==> src/rtl/tt_pkg.sv <==
// Shared types and helpers for the truth-table extractor.
package tt_pkg;

    typedef enum logic [1:0] {
        IDLE   = 2'd0,
        SETTLE = 2'd1,
        SAMPLE = 2'd2,
        DONE   = 2'd3
    } tt_state_t;

    localparam int TT_SETTLE_CYC_DEF = 1;

    function automatic int tt_mask_w(input int n);
        return 1 << n;
    endfunction

endpackage

==> src/rtl/tt_settle_timer.sv <==
// Loadable down-counter that stops at zero and flags it.
// Latency: zero reflects the count in the cycle after load; no backpressure.
module tt_settle_timer #(
    parameter int W = 1
) (
    input  logic         clk,
    input  logic         rst,
    input  logic         load,
    input  logic [W-1:0] load_val,
    output logic         zero
);

    localparam logic [W-1:0] ONE = W'(1);

    logic [W-1:0] cnt;

    always_ff @(posedge clk or posedge rst) begin
        if (rst) begin
            cnt <= '0;
        end else if (load) begin
            cnt <= load_val;
        end else if (cnt != '0) begin
            cnt <= cnt - ONE;
        end
    end

    assign zero = (cnt == '0);

endmodule

==> src/rtl/truth_table_extractor.sv <==
// Sweeps all input vectors onto a combinational circuit and assembles its minterm mask.
// Latency: done pulses 2**N_IN*(SETTLE_CYC+1) edges after start; start is ignored while busy/done.
// Optional TT_MISMATCH_STOP_EN: stop at the first vector disagreeing with the expected mask.
module truth_table_extractor
    import tt_pkg::*;
#(
    parameter int N_IN       = 3,
    parameter int SETTLE_CYC = TT_SETTLE_CYC_DEF
) (
    input  logic                       clk,
    input  logic                       rst,
    input  logic                       start,
    input  logic [tt_mask_w(N_IN)-1:0] expected,
    output logic [N_IN-1:0]            vec_out,
    input  logic                       resp_in,
    output logic                       busy,
    output logic                       done,
    output logic [tt_mask_w(N_IN)-1:0] minterms,
    output logic                       match
`ifdef TT_MISMATCH_STOP_EN
    ,
    output logic                       fail,
    output logic [N_IN-1:0]            fail_idx
`endif
);

    localparam int MW = tt_mask_w(N_IN);
    localparam int CW = (SETTLE_CYC > 1) ? $clog2(SETTLE_CYC) : 1;
    localparam logic [CW-1:0]   SETTLE_LOAD = CW'(SETTLE_CYC - 1);
    localparam logic [N_IN-1:0] VEC_ONE     = N_IN'(1);

    tt_state_t      state;
    logic [MW-1:0]  expected_q;
    logic [MW-1:0]  mask_next;
    logic           last_vec;
    logic           stop_now;
    logic           timer_load;
    logic           timer_zero;

    assign last_vec = &vec_out;

`ifdef TT_MISMATCH_STOP_EN
    assign stop_now = (resp_in != expected_q[vec_out]);
`else
    assign stop_now = 1'b0;
`endif

    // The final sample is folded in here so match is valid in the done cycle itself.
    always_comb begin
        mask_next          = minterms;
        mask_next[vec_out] = resp_in;
    end

    assign timer_load = ((state == IDLE) && start) ||
                        ((state == SAMPLE) && !last_vec && !stop_now);

    tt_settle_timer #(
        .W(CW)
    ) u_settle_timer (
        .clk      (clk),
        .rst      (rst),
        .load     (timer_load),
        .load_val (SETTLE_LOAD),
        .zero     (timer_zero)
    );

    always_ff @(posedge clk or posedge rst) begin
        if (rst) begin
            state      <= IDLE;
            vec_out    <= '0;
            busy       <= 1'b0;
            done       <= 1'b0;
            minterms   <= '0;
            match      <= 1'b0;
            expected_q <= '0;
`ifdef TT_MISMATCH_STOP_EN
            fail       <= 1'b0;
            fail_idx   <= '0;
`endif
        end else begin
            done <= 1'b0;
            case (state)
                IDLE: begin
                    if (start) begin
                        vec_out    <= '0;
                        minterms   <= '0;
                        expected_q <= expected;
                        busy       <= 1'b1;
                        state      <= SETTLE;
`ifdef TT_MISMATCH_STOP_EN
                        fail       <= 1'b0;
                        fail_idx   <= '0;
`endif
                    end
                end
                SETTLE: begin
                    if (timer_zero) begin
                        state <= SAMPLE;
                    end
                end
                SAMPLE: begin
                    minterms <= mask_next;
                    if (last_vec || stop_now) begin
                        state <= DONE;
                        busy  <= 1'b0;
                        done  <= 1'b1;
                        match <= !stop_now && (mask_next == expected_q);
`ifdef TT_MISMATCH_STOP_EN
                        if (stop_now) begin
                            fail     <= 1'b1;
                            fail_idx <= vec_out;
                        end
`endif
                    end else begin
                        vec_out <= vec_out + VEC_ONE;
                        state   <= SETTLE;
                    end
                end
                DONE: begin
                    state <= IDLE;
                end
                default: begin
                    state <= IDLE;
                end
            endcase
        end
    end

endmodule

==> config.mk <==
export PLATFORM = sky130hd
export DESIGN_NAME = truth_table_extractor
export DESIGN_NICKNAME = d
export VERILOG_FILES = /design/src/rtl/tt_pkg.sv /design/src/rtl/tt_settle_timer.sv /design/src/rtl/truth_table_extractor.sv
export SDC_FILE = /design/constraint.sdc
export NUM_CORES = 1
export LEC_CHECK = 0
export BUFFER_PORTS_ARGS = -buffer_cell sky130_fd_sc_hd__buf_2
export CAP_MARGIN = 30
export CORE_ASPECT_RATIO = 0.8
export CORE_MARGIN = 5
export CORE_UTILIZATION = 50
export DETAILED_ROUTE_END_ITERATION = 10
export PLACE_DENSITY = 0.75
export RECOVER_POWER = 100
export SLEW_MARGIN = 20
export SYNTH_ARGS = -nofsm -noshare
export SYNTH_HDL_FRONTEND = slang
export SYNTH_SLANG_ARGS = --single-unit
==> constraint.sdc <==
create_clock -name clk -period 4.7 [get_ports clk]
set_input_delay 0.705 -clock clk [delete_from_list [all_inputs] [get_ports clk]]
set_output_delay 0.705 -clock clk [all_outputs]
set_load 0.05 [all_outputs]
==> key figures, run 1 <==
Worst setup path
  • Slowest stage cell, crit path: dfrtp_1
  • Worst R2R Path Depth: 5
  • Critical Path RT: 3.99 ns
  • CP max FO: 19
  • Crit-path cells: clkbuf_1
  • FF-to-FF Start: vec_out[2]
  • Kind of critical path: reg2out
  • WP buf/inv: 1
  • Critical Path AT: 1.59 ns
  • R2R Path End: match
  • Top delay family on crit path: flip-flops
  • Critical path capture point type: output pin
  • Max stage delay on crit path: 0.75 ns
  • R2R Setup Slk: 2.61 ns
  • CP startpoint kind: flop

Final layout
  • N_diodes: 0
  • Synthesis-to-layout area growth: 8.73%
  • # nets final: 174
  • Share of layout cells above drive strength 1: 0.158
  • Fillers: 271

Global routing
  • Vias in the first global route: 1029
  • First-pass GRT wire length: 5.11 mm
  • Antenna violations before repair: 0
  • Largest net degree at the start of global routing: 25
  • Gr usage total: 0.172
  • GRT overflow: 0

Clock tree
  • Cts hold-fix bufs: 0
  • CTS tree: yes
  • Post-CTS Resized: 0
  • TritonCTS Buffers: 3
  • Worst skew pair latency: 0.31 ns
  • Clock Pin Slew Worst Setup and Hold Paths: 0.13 ns
  • CTS H-tree depth: 1
  • Clock buffer depth: 2
  • Clk sinks: 24
  • Post-CTS Setup Inserts: 0
  • Root Driver: clkbuf_4

Power
  • Clk network pwr share: 0.100
  • Switch share: 0.474
  • Int Pwr: 479 uW
  • Pwr dens: 602 nW/um^2
  • Overall power: 910 uW
  • Flop pwr share: 0.426
  • Peak VDD IR: 0.362 mV
  • Leakage: 0.000656 uW
  • P_sw: 431 uW
  • Gate power share: 0.474

Routing
  • Vias per cell: 5.72
  • Final WL: 3.08 mm
  • DRT Pass-1 Iters: 4
  • Post-route ant nets: 0
  • Routed vias: 1122
  • Residual DRC: 0
  • Wire per inst: 15.7 um
  • Starting DRT DRC Count: 99

Timing
  • Final setup skew: 0.00204 ns
  • Fin. Hold Viols: 0
  • Worst setup margin: 2.40 ns
  • RSZ-0062 raised after global routing: no
  • Worst rel slew slack: 0.252
  • Fin Hold WS: 0.279 ns
  • Max Slew Vio Count: 0
  • Post-route clock period utilization: 0.489
  • Setup TNS: 0 ns
  • Final worst path period need: 2.30 ns
  • Slew @ Worst Pin: 1.11 ns
  • F_max: 435 MHz
  • Final setup fails: 0

Logic synthesis
  • Number of flops mapped to enable cells by yosys: 0
  • Post-synth top area share: 0.432
  • Syn Inst Count: 136
  • Mapped cell area: 1390 um^2
  • Synth unique cells: 35
  • Sequential share of the synthesized area: 0.432
  • Yosys warnings: 0
  • Post-synth ARST share: 1.00
  • Dominant synthesized flop cell: dfrtp_1
  • Syn Area/Cell: 10.2 um^2
  • #FFs+latches synth: 24
  • Syn_nets: 150
  • Top cells by area, synth: dfrtp_1 43%, mux2_2 6.5%, mux2i_1 5.8%
  • Post-synth top area cell: dfrtp_1

Die
  • Chip width: 69.0 um
  • # rows: 17
  • Ports: 26
  • Starting Density: 0.511
  • Die Y: 57.2 um
  • Die Area: 3940 um^2
  • CORE AREA: 2720 um^2

Outcome
  • Status: finished, final reports clean

Placed design
  • Gp weighted congestion: 0.967
  • IO Port Bufs: 25
  • DP HPWL: 2.25 mm
  • Setup WS pre-CTS: 2.82 ns

Job
  • Max-cap violations: 0

Hold path
  • Hold crit path type: in2async
-- worst max path at each step --
stage	start	to	slack (ns)	cells after the start
after floorplan	vec_out[0]	match	2.79	6
after global placement	start	minterms[1]	2.81	5
after detailed placement	start	minterms[4]	2.82	5
after CTS	vec_out[1]	vec_out[1]	2.57	1
after global routing	vec_out[1]	vec_out[1]	2.34	1
final	vec_out[2]	vec_out[2]	2.40	1
-- area by class of cell --
cell class                      instances  area (um^2)  share of cell area
Sequential cell                        24          601               0.397
Timing Repair Buffer                   27          115              0.0762
Multi-Input combinational cell         95          692               0.458
Inverter                                9         33.8              0.0224
Clock buffer                            3         22.5              0.0149
Tap cell                               38         47.5              0.0315
-- metal layers --
metal  up-vias  GRT usage  wire, um
li1        543          -         -
met5         -          0         0
met2        37      0.269      1470
met3         2     0.0472       175
met4         0     0.0222        14
met1       540      0.245      1420
-- kinds of logic after synthesis --
logic type	count (synthesis)	share of synthesized area
simple gates	36	0.158
xor+xnor	4	0.0252
buf+inv	17	0.0666
fa+ha+maj	2	0.0180
flops	24	0.432
mux	16	0.122
compound gates	37	0.177
-- flip-flops by register name, summed over array words and instances, names as in the netlist --
name,count
expected_q,8
match,1
vec_out,3
state,2
busy,1
minterms,8
done,1
-- synth_stat cells (3+ instances only) --
cell type and n:
dfrtp_1 24, a21oi_1 9, inv_1 9, o21ai_0 9
mux2_2 8, mux2i_1 8, nand2_1 8, a22o_1 7
buf_4 5, nand3_1 4, nor2_1 4, o22ai_1 4
a32o_1 3, nand3b_1 3, nor2b_1 3
-- power groups by stage --
| stage | Combinational (uW) | Clock, uW | Sequential [uW] |
|---|---|---|---|
| final | 432 | 91.0 | 387 |
| after global routing | 468 | 103 | 402 |
| after CTS | 443 | 92.6 | 385 |
| after detailed placement | 438 | 0 | 390 |
| after global placement | 430 | 0 | 387 |
| after floorplan | 327 | 0 | 417 |
-- cell usage in the layout (no fill, tap or decap), drive strengths merged, types with 2 or more instances in the layout --
cell type and count:
dfrtp 24, clkbuf 19, buf 11, o21ai 10, inv 9, a21oi 9
mux2i 8, nand2 8, mux2 8, a22o 7, nand3 5, nor2 4
o22ai 4, nor3b 4, nand3b 3, nor2b 3, a32o 3, xnor2 2
xor2 2, nor3 2, nand2b 2, ha 2, nor4 2
-- metrics by stage --
| stage | area (um^2) | utilization | instances |
|---|---|---|---|
| 2_1_floorplan | 1390 | - | 136 |
| 3_3_place_gp | 1510 | 0.555 | 192 |
| 3_5_place_dp | 1510 | 0.555 | 192 |
| 4_1_cts | 1530 | 0.563 | 195 |
| 5_1_grt | 1510 | 0.555 | 196 |
| 6_report | 1510 | 0.555 | 196 |
(Power assumes the default switching activity.)
==> run 2: changes to the inputs <==
--- a/config.mk
+++ b/config.mk
@@ -9,9 +9,9 @@
 export CAP_MARGIN = 30
 export CORE_ASPECT_RATIO = 0.8
 export CORE_MARGIN = 5
-export CORE_UTILIZATION = 50
+export CORE_UTILIZATION = 49
 export DETAILED_ROUTE_END_ITERATION = 10
-export PLACE_DENSITY = 0.75
+export PLACE_DENSITY = 0.77
 export RECOVER_POWER = 100
 export SLEW_MARGIN = 20
 export SYNTH_ARGS = -nofsm -noshare
==> constraint.sdc (replaced) <==
create_clock -name clk -period 1.9 [get_ports clk]
set_input_delay 0.285 -clock clk [delete_from_list [all_inputs] [get_ports clk]]
set_output_delay 0.285 -clock clk [all_outputs]
set_load 0.05 [all_outputs]
==> run 2 against run 1 <==
Critical path depth rose by 5. Sequential share of layout area fell by 2.1 points. Non-clock buffer count rose by 8. Worst setup slack got worse by 2.3 ns. Global-route usage barely moved. Combinational power rose to 2.7 times the previous value. Via count rose by 2.8%. Cell count rose by 4.6%. Flip-flop and latch count did not move.
==> key figures, run 2 (synthesis results as in run 1) <==
Clock tree
  • Root Driver: clkbuf_4
  • CTS tree: yes
  • Clock buffer depth: 2 (unchanged)
  • Worst skew pair latency: 0.32 ns (about the same)
  • TritonCTS Buffers: 3 (unchanged)
  • Clk sinks: 24 (unchanged)
  • Clock Pin Slew Worst Setup and Hold Paths: 0.13 ns (about the same)
  • Post-CTS Setup Inserts: 0 (unchanged)
  • CTS H-tree depth: 1 (unchanged)

Die
  • # rows: 17 (unchanged)
  • Starting Density: 0.507 (-0.00396)
  • Ports: 26 (unchanged)
  • CORE AREA: 2740 um^2 (+0.78%)
  • Die Area: 4010 um^2 (+1.7%)
  • Die Y: 57.6 um (+0.84%)
  • Chip width: 69.6 um (+0.87%)

Worst setup path
  • Worst Setup SP: vec_out[1]
  • CP max FO: 12 (-7)
  • R2R Setup Slk: 0.12 ns (-2.49 ns)
  • Top delay family on crit path: flip-flops
  • Critical path capture point type: flop
  • Critical Path AT: 2.05 ns (+0.46 ns)
  • Worst path depth: 6 (+5)
  • Critical path endpoint: match
  • Max stage delay on crit path: 0.51 ns (-0.24 ns)
  • R2R Path End: match
  • Worst R2R Path Depth: 6 (+1)
  • CP startpoint kind: flop
  • Critical Path RT: 2.16 ns (-1.83 ns)
  • Slowest stage cell, crit path: dfrtp_2
  • Kind of critical path: reg2reg
  • Crit-path cells: clkbuf_4 > nor3b_2 > mux2i_1 > a22o_1 > nor3_1 > a32o_1
  • WP buf/inv: 1 (unchanged)
  • FF-to-FF Start: vec_out[1]

Final layout
  • Synthesis-to-layout area growth: 15.7%
  • Leading cell type in the layout, fill and taps excluded: dfrtp_1
  • Regs by FF count: expected_q (8), minterms (8), vec_out (3)
  • Post-route cell area: 1610 um^2 (+6.4%)
  • # nets final: 182 (+4.6%)
  • Most frequent cells in the layout: 21 x dfrtp_1, 16 x clkbuf_1, 11 x buf_2
  • N_diodes: 0 (unchanged)
  • Share of layout cells above drive strength 1: 0.222 (+0.0633)
  • Final core occ: 0.586 (+0.0308)

Power
  • Pwr dens: 1540 nW/um^2 (+160%)
  • Peak VDD IR: 0.635 mV (+76%)
  • Leakage: 0.000707 uW (+7.7%)

Placed design
  • DP HPWL: 2.46 mm (+9.3%)
  • IO Port Bufs: 25 (unchanged)
  • Placed instance area: 1570 um^2 (+4.1%)
  • Gp weighted congestion: 0.886 (-8.3%)

Routing
  • Routed length on met1: 1.48 mm (+3.8%)
  • Wire per inst: 15.7 um (-0.11%)
  • Residual DRC: 0 (unchanged)
  • DRT Pass-1 Iters: 5 (+1)
  • Starting DRT DRC Count: 63 (-36%)
  • Vias per cell: 5.62 (-1.7%)
  • Post-route ant nets: 0 (unchanged)
  • Met3 WL: 194 um (+11%)
  • Final WL: 3.22 mm (+4.5%)
  • Routed vias: 1153 (+2.8%)
  • Routed length on met2: 1.54 mm (+4.5%)
  • Uppermost routed layer: met4

Timing
  • Fin. Hold Viols: 0 (unchanged)
  • Fin Hold WS: 0.160 ns (-0.119 ns)
  • Max Slew Vio Count: 0 (unchanged)
  • Final setup skew: 0.00287 ns (+0.000830 ns)
  • Final worst path period need: 1.78 ns
  • Final setup fails: 0 (unchanged)
  • F_max: 560 MHz
  • Post-route clock period utilization: 0.939
  • Worst rel slew slack: 0.584 (+0.331)
  • Slew @ Worst Pin: 0.627 ns (-0.482 ns)
  • RSZ-0062 raised after global routing: no
  • Setup TNS: 0 ns (unchanged)

Outcome
  • Status: finished, final reports clean

Global routing
  • Largest net degree at the start of global routing: 25 (unchanged)
  • Antenna violations before repair: 0 (unchanged)
  • GRT overflow: 0 (unchanged)
  • Gr usage total: 0.173 (+0.000417)
  • First-pass GRT wire length: 5.53 mm (+8.1%)
  • Vias in the first global route: 1139 (+11%)

Hold path
  • Hold depth: 3
  • Hold crit path type: in2reg

Job
  • Max-cap violations: 0 (unchanged)
[run 2: cell types whose count changed in the layout (fill, tap and decap cells not counted), moves of 2 or more]
cell and delta:
dfrtp_2 +3, dfrtp_1 -3, clkbuf_2 +2, buf_4 +4
[run 2: cell type report]
type	count	area (um^2)
multi-input cells	95	697
clock buffers	3	22.5
inverters	9	33.8
fillers	257	1140
clock inverters	1	30.0
well taps	38	47.5
flip-flops and latches	24	604
repair buffers	35	173
[run 2: worst register-to-register path, cell delays in order (launching register included)]
cell      delay (ns)
dfrtp_2         0.51
clkbuf_4        0.20
nor3b_2         0.25
mux2i_1         0.11
a22o_1          0.25
nor3_1          0.21
a32o_1          0.20
[run 2: stage by stage]
step	total power [uW]	worst slack (ns)	instances
2_1_floorplan	1840	0.0437	136
3_3_place_gp	2090	0.198	200
3_5_place_dp	2130	0.0590	200
4_1_cts	2510	0.0247	205
5_1_grt	2640	0.0215	205
6_report	2470	0.116	205
[run 2: how the worst min path moves through the flow]
stage / from / end / slack [ns]
after floorplan: rst / busy / 0.30
after global placement: rst / busy / 0.34
after detailed placement: rst / expected_q[0] / 0.34
after CTS: expected[5] / expected_q[5] / 0.15
after global routing: expected[5] / expected_q[5] / 0.13
final: expected[5] / expected_q[5] / 0.16
[run 2: timing repair]
action | in CTS | in global routing
gates resized for setup | 0 | 2
endpoints found under the setup margin | 0 | 1
hold buffers | 1 | 0
endpoints found under the hold margin | 24 | 0
[run 2: metal layers]
layer | vias to the layer above | GRT usage
li1 | 556 | -
met1 | 556 | 0.228
met2 | 37 | 0.279
met3 | 4 | 0.0537
met4 | 0 | 0.0446
met5 | - | 0
[run 2: power by group]
group / switching, uW / internal (uW)
combinational: 684 / 483
sequential: 254 / 679
clock: 158 / 213
total: 1100 / 1370
